**src/rtl/dsp_pkg.sv**
```systemverilog
// ---------------------------------------------------------------------------
// dsp_pkg
// Shared constants for the dual 18x18 signed multiplier block:
//   - default operand/result widths
//   - legal LATENCY range
//   - device family name strings recognised by the lane datapath
// ---------------------------------------------------------------------------
package dsp_pkg;

    localparam int DSP_DEFAULT_OPERAND_W = 18;
    localparam int DSP_DEFAULT_RESULT_W  = 36;
    localparam int DSP_DEFAULT_LATENCY   = 3;

    localparam int DSP_LATENCY_MIN       = 1;
    localparam int DSP_LATENCY_MAX       = 4;
    localparam int DSP_OPERAND_W_MAX     = 18;

    localparam string FAMILY_AGILEX      = "Agilex";
    localparam string FAMILY_STRATIX10   = "Stratix 10";
    localparam string FAMILY_ARRIA10     = "Arria 10";
    localparam string FAMILY_CYCLONE10GX = "Cyclone 10 GX";

endpackage : dsp_pkg

```
**src/rtl/dsp_mult_lane.sv**
```systemverilog
// ---------------------------------------------------------------------------
// dsp_mult_lane
// One signed multiplier lane: result_o = x_i * y_i, exact, sign-extended to
// RESULT_WIDTH, delivered LATENCY register stages after the operands are
// sampled.
// Ports:
//   clk      - clock, rising edge
//   rst_n    - asynchronous active-low reset, clears every stage
//   x_i      - signed multiplicand, X_WIDTH bits
//   y_i      - signed multiplier,   Y_WIDTH bits
//   result_o - signed product, RESULT_WIDTH bits (registered)
// ---------------------------------------------------------------------------
module dsp_mult_lane
    import dsp_pkg::*;
#(
    parameter string FAMILY       = FAMILY_AGILEX,
    parameter int    LATENCY      = DSP_DEFAULT_LATENCY,
    parameter int    X_WIDTH      = DSP_DEFAULT_OPERAND_W,
    parameter int    Y_WIDTH      = DSP_DEFAULT_OPERAND_W,
    parameter int    RESULT_WIDTH = DSP_DEFAULT_RESULT_W
) (
    input  logic                           clk,
    input  logic                           rst_n,
    input  logic signed [X_WIDTH-1:0]      x_i,
    input  logic signed [Y_WIDTH-1:0]      y_i,
    output logic signed [RESULT_WIDTH-1:0] result_o
);

    // Elaboration-time legality checks.
    if (LATENCY < DSP_LATENCY_MIN || LATENCY > DSP_LATENCY_MAX) begin : g_bad_latency
        $error("dsp_mult_lane: LATENCY %0d outside %0d..%0d",
               LATENCY, DSP_LATENCY_MIN, DSP_LATENCY_MAX);
    end
    if (X_WIDTH < 1 || X_WIDTH > DSP_OPERAND_W_MAX ||
        Y_WIDTH < 1 || Y_WIDTH > DSP_OPERAND_W_MAX) begin : g_bad_width
        $error("dsp_mult_lane: operand widths %0d/%0d outside 1..%0d",
               X_WIDTH, Y_WIDTH, DSP_OPERAND_W_MAX);
    end
    if (RESULT_WIDTH < X_WIDTH + Y_WIDTH) begin : g_bad_result
        $error("dsp_mult_lane: RESULT_WIDTH %0d < %0d", RESULT_WIDTH, X_WIDTH + Y_WIDTH);
    end

    // On hard-DSP families one stage is spent on operand registers so the
    // tools can pack them into the DSP input registers. The remaining stages
    // sit after the multiplier. Total depth is LATENCY either way, so cycle
    // behaviour does not depend on FAMILY.
    localparam bit FAMILY_KNOWN = (FAMILY == FAMILY_AGILEX)    ||
                                  (FAMILY == FAMILY_STRATIX10) ||
                                  (FAMILY == FAMILY_ARRIA10)   ||
                                  (FAMILY == FAMILY_CYCLONE10GX);
    localparam int IN_REGS   = (FAMILY_KNOWN && LATENCY >= 2) ? 1 : 0;
    localparam int OUT_STAGES = LATENCY - IN_REGS;

    logic signed [X_WIDTH-1:0] x_op;
    logic signed [Y_WIDTH-1:0] y_op;

    if (IN_REGS != 0) begin : g_in_regs
        logic signed [X_WIDTH-1:0] x_q;
        logic signed [Y_WIDTH-1:0] y_q;

        always_ff @(posedge clk or negedge rst_n) begin
            if (!rst_n) begin
                x_q <= '0;
                y_q <= '0;
            end else begin
                x_q <= x_i;
                y_q <= y_i;
            end
        end

        assign x_op = x_q;
        assign y_op = y_q;
    end else begin : g_no_in_regs
        assign x_op = x_i;
        assign y_op = y_i;
    end

    // Sign-extend both operands to the result width first; the true product
    // always fits, so the truncated RESULT_WIDTH product is exact.
    logic signed [RESULT_WIDTH-1:0] x_ext;
    logic signed [RESULT_WIDTH-1:0] y_ext;
    logic signed [RESULT_WIDTH-1:0] product_d;

    assign x_ext     = RESULT_WIDTH'(x_op);
    assign y_ext     = RESULT_WIDTH'(y_op);
    assign product_d = x_ext * y_ext;

    logic signed [RESULT_WIDTH-1:0] stage_q [OUT_STAGES];

    always_ff @(posedge clk or negedge rst_n) begin
        if (!rst_n) begin
            for (int i = 0; i < OUT_STAGES; i++) begin
                stage_q[i] <= '0;
            end
        end else begin
            stage_q[0] <= product_d;
            for (int i = 1; i < OUT_STAGES; i++) begin
                stage_q[i] <= stage_q[i-1];
            end
        end
    end

    assign result_o = stage_q[OUT_STAGES-1];

endmodule : dsp_mult_lane

```
**src/rtl/dsp_2_18x18s.sv**
```systemverilog
// ---------------------------------------------------------------------------
// dsp_2_18x18s
// Two independent pipelined signed multipliers (lanes A and B).
// Ports:
//   clk     - clock, rising edge
//   rst_n   - asynchronous active-low reset
//   ax, ay  - lane A signed operands
//   bx, by  - lane B signed operands
//   resulta - ax*ay, LATENCY stages after sampling
//   resultb - bx*by, LATENCY stages after sampling
// ---------------------------------------------------------------------------
module dsp_2_18x18s
    import dsp_pkg::*;
#(
    parameter string FAMILY         = FAMILY_AGILEX,
    parameter int    LATENCY        = DSP_DEFAULT_LATENCY,
    parameter int    AX_WIDTH       = DSP_DEFAULT_OPERAND_W,
    parameter int    AY_WIDTH       = DSP_DEFAULT_OPERAND_W,
    parameter int    BX_WIDTH       = DSP_DEFAULT_OPERAND_W,
    parameter int    BY_WIDTH       = DSP_DEFAULT_OPERAND_W,
    parameter int    RESULT_A_WIDTH = DSP_DEFAULT_RESULT_W,
    parameter int    RESULT_B_WIDTH = DSP_DEFAULT_RESULT_W
) (
    input  logic                             clk,
    input  logic                             rst_n,
    input  logic signed [AX_WIDTH-1:0]       ax,
    input  logic signed [AY_WIDTH-1:0]       ay,
    input  logic signed [BX_WIDTH-1:0]       bx,
    input  logic signed [BY_WIDTH-1:0]       by,
    output logic signed [RESULT_A_WIDTH-1:0] resulta,
    output logic signed [RESULT_B_WIDTH-1:0] resultb
);

    dsp_mult_lane #(
        .FAMILY       (FAMILY),
        .LATENCY      (LATENCY),
        .X_WIDTH      (AX_WIDTH),
        .Y_WIDTH      (AY_WIDTH),
        .RESULT_WIDTH (RESULT_A_WIDTH)
    ) u_lane_a (
        .clk      (clk),
        .rst_n    (rst_n),
        .x_i      (ax),
        .y_i      (ay),
        .result_o (resulta)
    );

    dsp_mult_lane #(
        .FAMILY       (FAMILY),
        .LATENCY      (LATENCY),
        .X_WIDTH      (BX_WIDTH),
        .Y_WIDTH      (BY_WIDTH),
        .RESULT_WIDTH (RESULT_B_WIDTH)
    ) u_lane_b (
        .clk      (clk),
        .rst_n    (rst_n),
        .x_i      (bx),
        .y_i      (by),
        .result_o (resultb)
    );

endmodule : dsp_2_18x18s

```
**config.mk**
```make
export PLATFORM = sky130hd
export DESIGN_NAME = dsp_2_18x18s
export DESIGN_NICKNAME = d
export VERILOG_FILES = /design/src/rtl/dsp_pkg.sv /design/src/rtl/dsp_mult_lane.sv /design/src/rtl/dsp_2_18x18s.sv
export SDC_FILE = /design/constraint.sdc
export NUM_CORES = 2
export LEC_CHECK = 0
export ABC_AREA = 1
export CORE_MARGIN = 1.5
export CORE_UTILIZATION = 48
export CTS_CLUSTER_DIAMETER = 150
export DETAILED_ROUTE_END_ITERATION = 16
export PLACE_DENSITY = 0.77
export SLEW_MARGIN = 5
export SYNTH_ARGS = -nofsm -noshare
export SYNTH_HDL_FRONTEND = slang
export SYNTH_SLANG_ARGS = --single-unit
```
**constraint.sdc**
```tcl
create_clock -name clk -period 5.1 [get_ports clk]
set_clock_uncertainty 0.05 [all_clocks]
set_input_delay 1.02 -clock clk [delete_from_list [all_inputs] [get_ports clk]]
set_output_delay 1.02 -clock clk [all_outputs]
set_load 0.05 [all_outputs]
```
## Yosys cells after proc, flatten, opt, wreduce, memory -nomap -nowiden

Index checks and enable logic that the tools add are counted.

- Bits of input ports: 74
- Bits in registers: 216
- Output and inout port bits: 72

- Multiply operators: 2

Operators with widths:

| operator | count |
|---|---|
| $mul 18x18->36 | 2 |

## Longest topological paths before layout

- Depth in word-level cells: 1
- Mapped depth: 29

## Hierarchy

A second synthesis with hierarchy kept.

- Cell total of the unflattened synthesis: 3881
- Area, all modules: 32610.0 sq um

Modules (own cells, without submodules):

| module | cells an instance | area an instance (sq um) | sequential area each (sq um) | times used |
|---|---|---|---|---|
| dsp_mult_lane (u_lane_a) | 1952 | 16363.2 | 2702.6 | 1 |
| dsp_mult_lane (u_lane_b) | 1929 | 16246.8 | 2702.6 | 1 |

## Worst setup path before layout

OpenSTA, ideal clock, no wires.

- Path type: flip-flop to flip-flop
- From: register u_lane_b.g_in_regs.y_q[4]
- To: register u_lane_b.stage_q[69] in the netlist's numbering
- Buffers on the path: 2
- Clock period less this slack: 5.636 ns
- Setup slack: -0.536 ns
- Stages on the path, launching flop included: 21
- Data required time: 4.933 ns
- Arrival time: 5.470 ns
- Path through: dfrtp_1 > clkbuf_1 > clkbuf_1 > nand2_1 > fa_1 > inv_1 > fa_1 > inv_1 > fa_1 > fa_1 > fa_1 > fa_1 > inv_1 > ha_1 > nand2_1 > nor2_1 > nand2_1 > nor4_1 > nand2_1 > nand3_1 > nand2_1

- Cells in the longest elaborated chain, start to end: 1

RTL lines:

| element | line | source |
|---|---|---|
| start, declared | dsp_mult_lane.sv:59 | `logic signed [Y_WIDTH-1:0] y_q;` |
| start signal, assigned | dsp_mult_lane.sv:67 | `y_q <= y_i;` |
| $mul 18x18->36 | dsp_mult_lane.sv:86 | `assign product_d = x_ext * y_ext;` |
| net u_lane_b.product_d[33] | dsp_mult_lane.sv:82 | `logic signed [RESULT_WIDTH-1:0] product_d;` |
| end signal, assigned by index | dsp_mult_lane.sv:98 | `stage_q[i] <= stage_q[i-1];` |
| end, declared | dsp_mult_lane.sv:88 | `logic signed [RESULT_WIDTH-1:0] stage_q [OUT_STAGES];` |

The timed path passes the listed nets, and every way through them passes these cells.

## Worst setup path in the final report

- From: register u_lane_a.g_in_regs.y_q[8]
- To: register u_lane_a.stage_q[71] in the netlist's numbering

- Cells in the longest elaborated chain, start to end: 1

RTL lines:

| element | line |
|---|---|
| start, declared | dsp_mult_lane.sv:59 |
| start signal, assigned | dsp_mult_lane.sv:67 |
| $mul 18x18->36 | dsp_mult_lane.sv:86 |
| net u_lane_a.product_d[35] | dsp_mult_lane.sv:82 |
| end signal, assigned by index | dsp_mult_lane.sv:98 |
| end, declared | dsp_mult_lane.sv:88 |

The timed path passes the listed nets, and every way through them passes these cells.

==> run_results.csv <==
group,metric,value,unit
cts,path_clk_slew,0.06,ns
sta,setup_viol,48,
setup_path,cp_slowest_cell,"fa_1",
setup_path,critPathCaptureType,"register",
route,drcViolationCount,0,
route,vias,26200,
finish,nets,5185,
setup_path,setup.worst_path.class,"reg2reg",
outcome,outcome,"finished, violations left",
die,fp.coreArea,67000,sq um
setup_path,cp.depth,28,
setup_path,start_kind,"register",
global_route,grt_max_degree,87,
global_route,grt_pass1_wl,138000,um
placed_design,place_congestion,0.942,
cts,cts_buffer_depth,3,
setup_path,worst_path_most_repeated_cell,"inv_2",
global_route,grt.overflow.total,0,
global_route,antenna_found_initial,10,
finish,drive_above_1_share,0.274,
sta,whs,0.294,ns
sta,finalMaxSlewViolations,0,
route,postRouteAntennaNets,0,
cts,cts_hold_buf,0,
yosys,ys_ff_latch,216,
cts,clock-sinks,216,
die,dieHeight,263,um
sta,hold_violations,0,
sta,period_minus_slack,5.53,ns
cts,cts-buffers-inserted,25,
setup_path,worst-path-buf-inv,10,
yosys,syn_area_per_cell,8.37,sq um
finish,n_antenna_cell,0,
yosys,synth-edff-count,0,
route,via_per_inst,5.08,
die,initial_utilization,0.484,
placed_design,place_area,37200,sq um
setup_path,worstPathRequired,5.57,ns
worst_hold_path,hp-class,"reg2reg",
placed_design,portBuffers,145,
cts,cts-htree-levels,1,
finish,regArea,5450,sq um
setup_path,r2r_cells,28,
finish,fillerInstances,5026,
finish,design_area,42200,sq um
route,drt-initial-drc-count,2216,
die,dieWidth,263,um
cts,clk_latency,0.57,ns
route,dr.pass1.iters,12,
sta,tightestPinTransition,0.685,ns
finish,layout.cells.non_filler,5158,
die,ios,146,
yosys,synth-seq-area-share,0.167,
yosys,ys.flop_type,"dfrtp_1",
outcome,failed_checks,"setup timing",
yosys,yosys_warnings,0,
yosys,synthDistinctLibCells,34,
die,rows,95,
global_route,grt_pass1_vias,27500,
yosys,syn_nets,4794,
placed_design,dp_hpwl,66200,um
sta,slew_headroom,0.542,
route,routed_wl,91600,um
finish,syn_to_final_growth,30.1,%
yosys,synthArstFlopShare,1.00,
global_route,track_usage,0.251,
setup_path,arrival,6.00,ns
sta,post-route-period-util,1.08,
worst_hold_path,min_path_cells,0,
route,wl_per_cell,17.8,um
yosys,netlist_instances,3876,
die,dieArea,69100,sq um
setup_path,slowest_delay,0.60,ns
cts,cts_tree,"built",
finish,final_cell_mix,"inv_1, nand2_1, fa_1",
cts,root_buffer,"clkbuf_16",
yosys,synth_area,32400,sq um
finish,final_util,0.629,
placed_design,dp.cells,5013,
setup_path,worstPathMaxFanout,6,
run,maxCapViolCount,0,
finish,multi_input_area,24300,sq um
sta,rsz0062_at_grt,"true",
setup_path,cp_top_family,"adder cells",
finish,final_common_cell,"inv_1",
sta,max_freq,181,MHz
sta,setup_slack,-0.428,ns
-- metrics by stage --
step	setup TNS, ns	worst slack, ns
6_report	-11.90	-0.428
5_1_grt	-19.14	-0.601
4_1_cts	-5.05	-0.242
3_5_place_dp	-15.97	-0.614
3_3_place_gp	-12.16	-0.533
2_1_floorplan	-0.122	-0.0397
-- worst register-to-register path: cells and delay by family, from the launching register on --
kind / cells / cell delay (ns)
buffers and inverters: 10 / 0.76
and+or+nand+nor: 11 / 0.86
adders and majority gates: 7 / 3.36
DFF: 1 / 0.42
-- flip-flops by register name, summed over array words and instances, names as in the netlist --
signal,cells
u_lane_b.g_in_regs.y_q,18
u_lane_b.stage_q,36
u_lane_a.g_in_regs.x_q,18
u_lane_b.g_in_regs.x_q,18
u_lane_a.g_in_regs.y_q,18
u_lane_a.stage_q,36
u_lane_a.result_o,36
u_lane_b.result_o,36
-- area by class of cell --
type,count,area share
Sequential cell,216,0.129
Inverter,1225,0.110
Clock inverter,14,0.00439
Clock buffer,31,0.0158
Tap cell,873,0.0259
Timing Repair Buffer,578,0.138
Multi-Input combinational cell,2221,0.577
-- layer usage --
metal / part of all wire / vias up / global-route usage
li1: - / 11400 / -
met1: 0.38 / 13100 / 0.330
met2: 0.48 / 1240 / 0.421
met3: 0.081 / 424 / 0.0454
met4: 0.053 / 18 / 0.0825
met5: 0.0012 / - / 0
-- synth_stat cells (5+ instances only) --
library cell  count  area [sq um]
ha_1            186          2330
nand3_1          63           315
nor2_2           13          81.3
or2_2             7          43.8
inv_1          1219          4580
buf_4            72           541
o21ai_0          11          55.1
xnor2_1           6          52.6
and2_1            8          50.1
dfrtp_1         216          5410
nand2_2          19           119
buf_1            12          45.0
nand4_1          14          87.6
nand3b_1          5          37.5
xor2_1           31           272
a21oi_1          52           260
nor3_1            6          30.0
nand3_2           7          70.1
clkbuf_1        130           488
o21bai_1         13          97.6
nor2_1          102           383
nand2_1        1006          3780
fa_1            658         13200
-- kinds of logic (layout without fill, tap and decap cells) --
logic type | Yosys count | count (layout) | share of synthesized area
compound gates | 81 | 81 | 0.0138
xor+xnor | 37 | 37 | 0.00999
flops | 216 | 216 | 0.167
buf+inv | 1439 | 1848 | 0.175
fa+ha+maj | 844 | 844 | 0.478
simple gates | 1259 | 1259 | 0.157
-- repair_timing --
action / in CTS / in global routing
pin swaps: 203 / 294
endpoints found under the setup margin: 50 / 54
setup buffers: 54 / 46
gates cloned: 3 / 2
gates resized for setup: 448 / 456
-- final timing paths --
check / startpoint / end / slack [ns]
worst max-delay path: u_lane_a.g_in_regs.y_q[8] / u_lane_a.stage_q[71] / -0.43
worst min-delay path: u_lane_b.stage_q[45] / u_lane_b.result_o[9] / 0.29
worst max register to register: u_lane_a.g_in_regs.y_q[8] / u_lane_a.stage_q[71] / -0.43
worst min register to register: u_lane_b.stage_q[45] / u_lane_b.result_o[9] / 0.29
max in group asynchronous: rst_n / u_lane_b.g_in_regs.x_q[15] / 3.65
min in group asynchronous: rst_n / u_lane_a.result_o[26] / 0.37
Power is not shown: default switching activity piles up to over one toggle a cycle in this logic, so the estimate is an artifact.
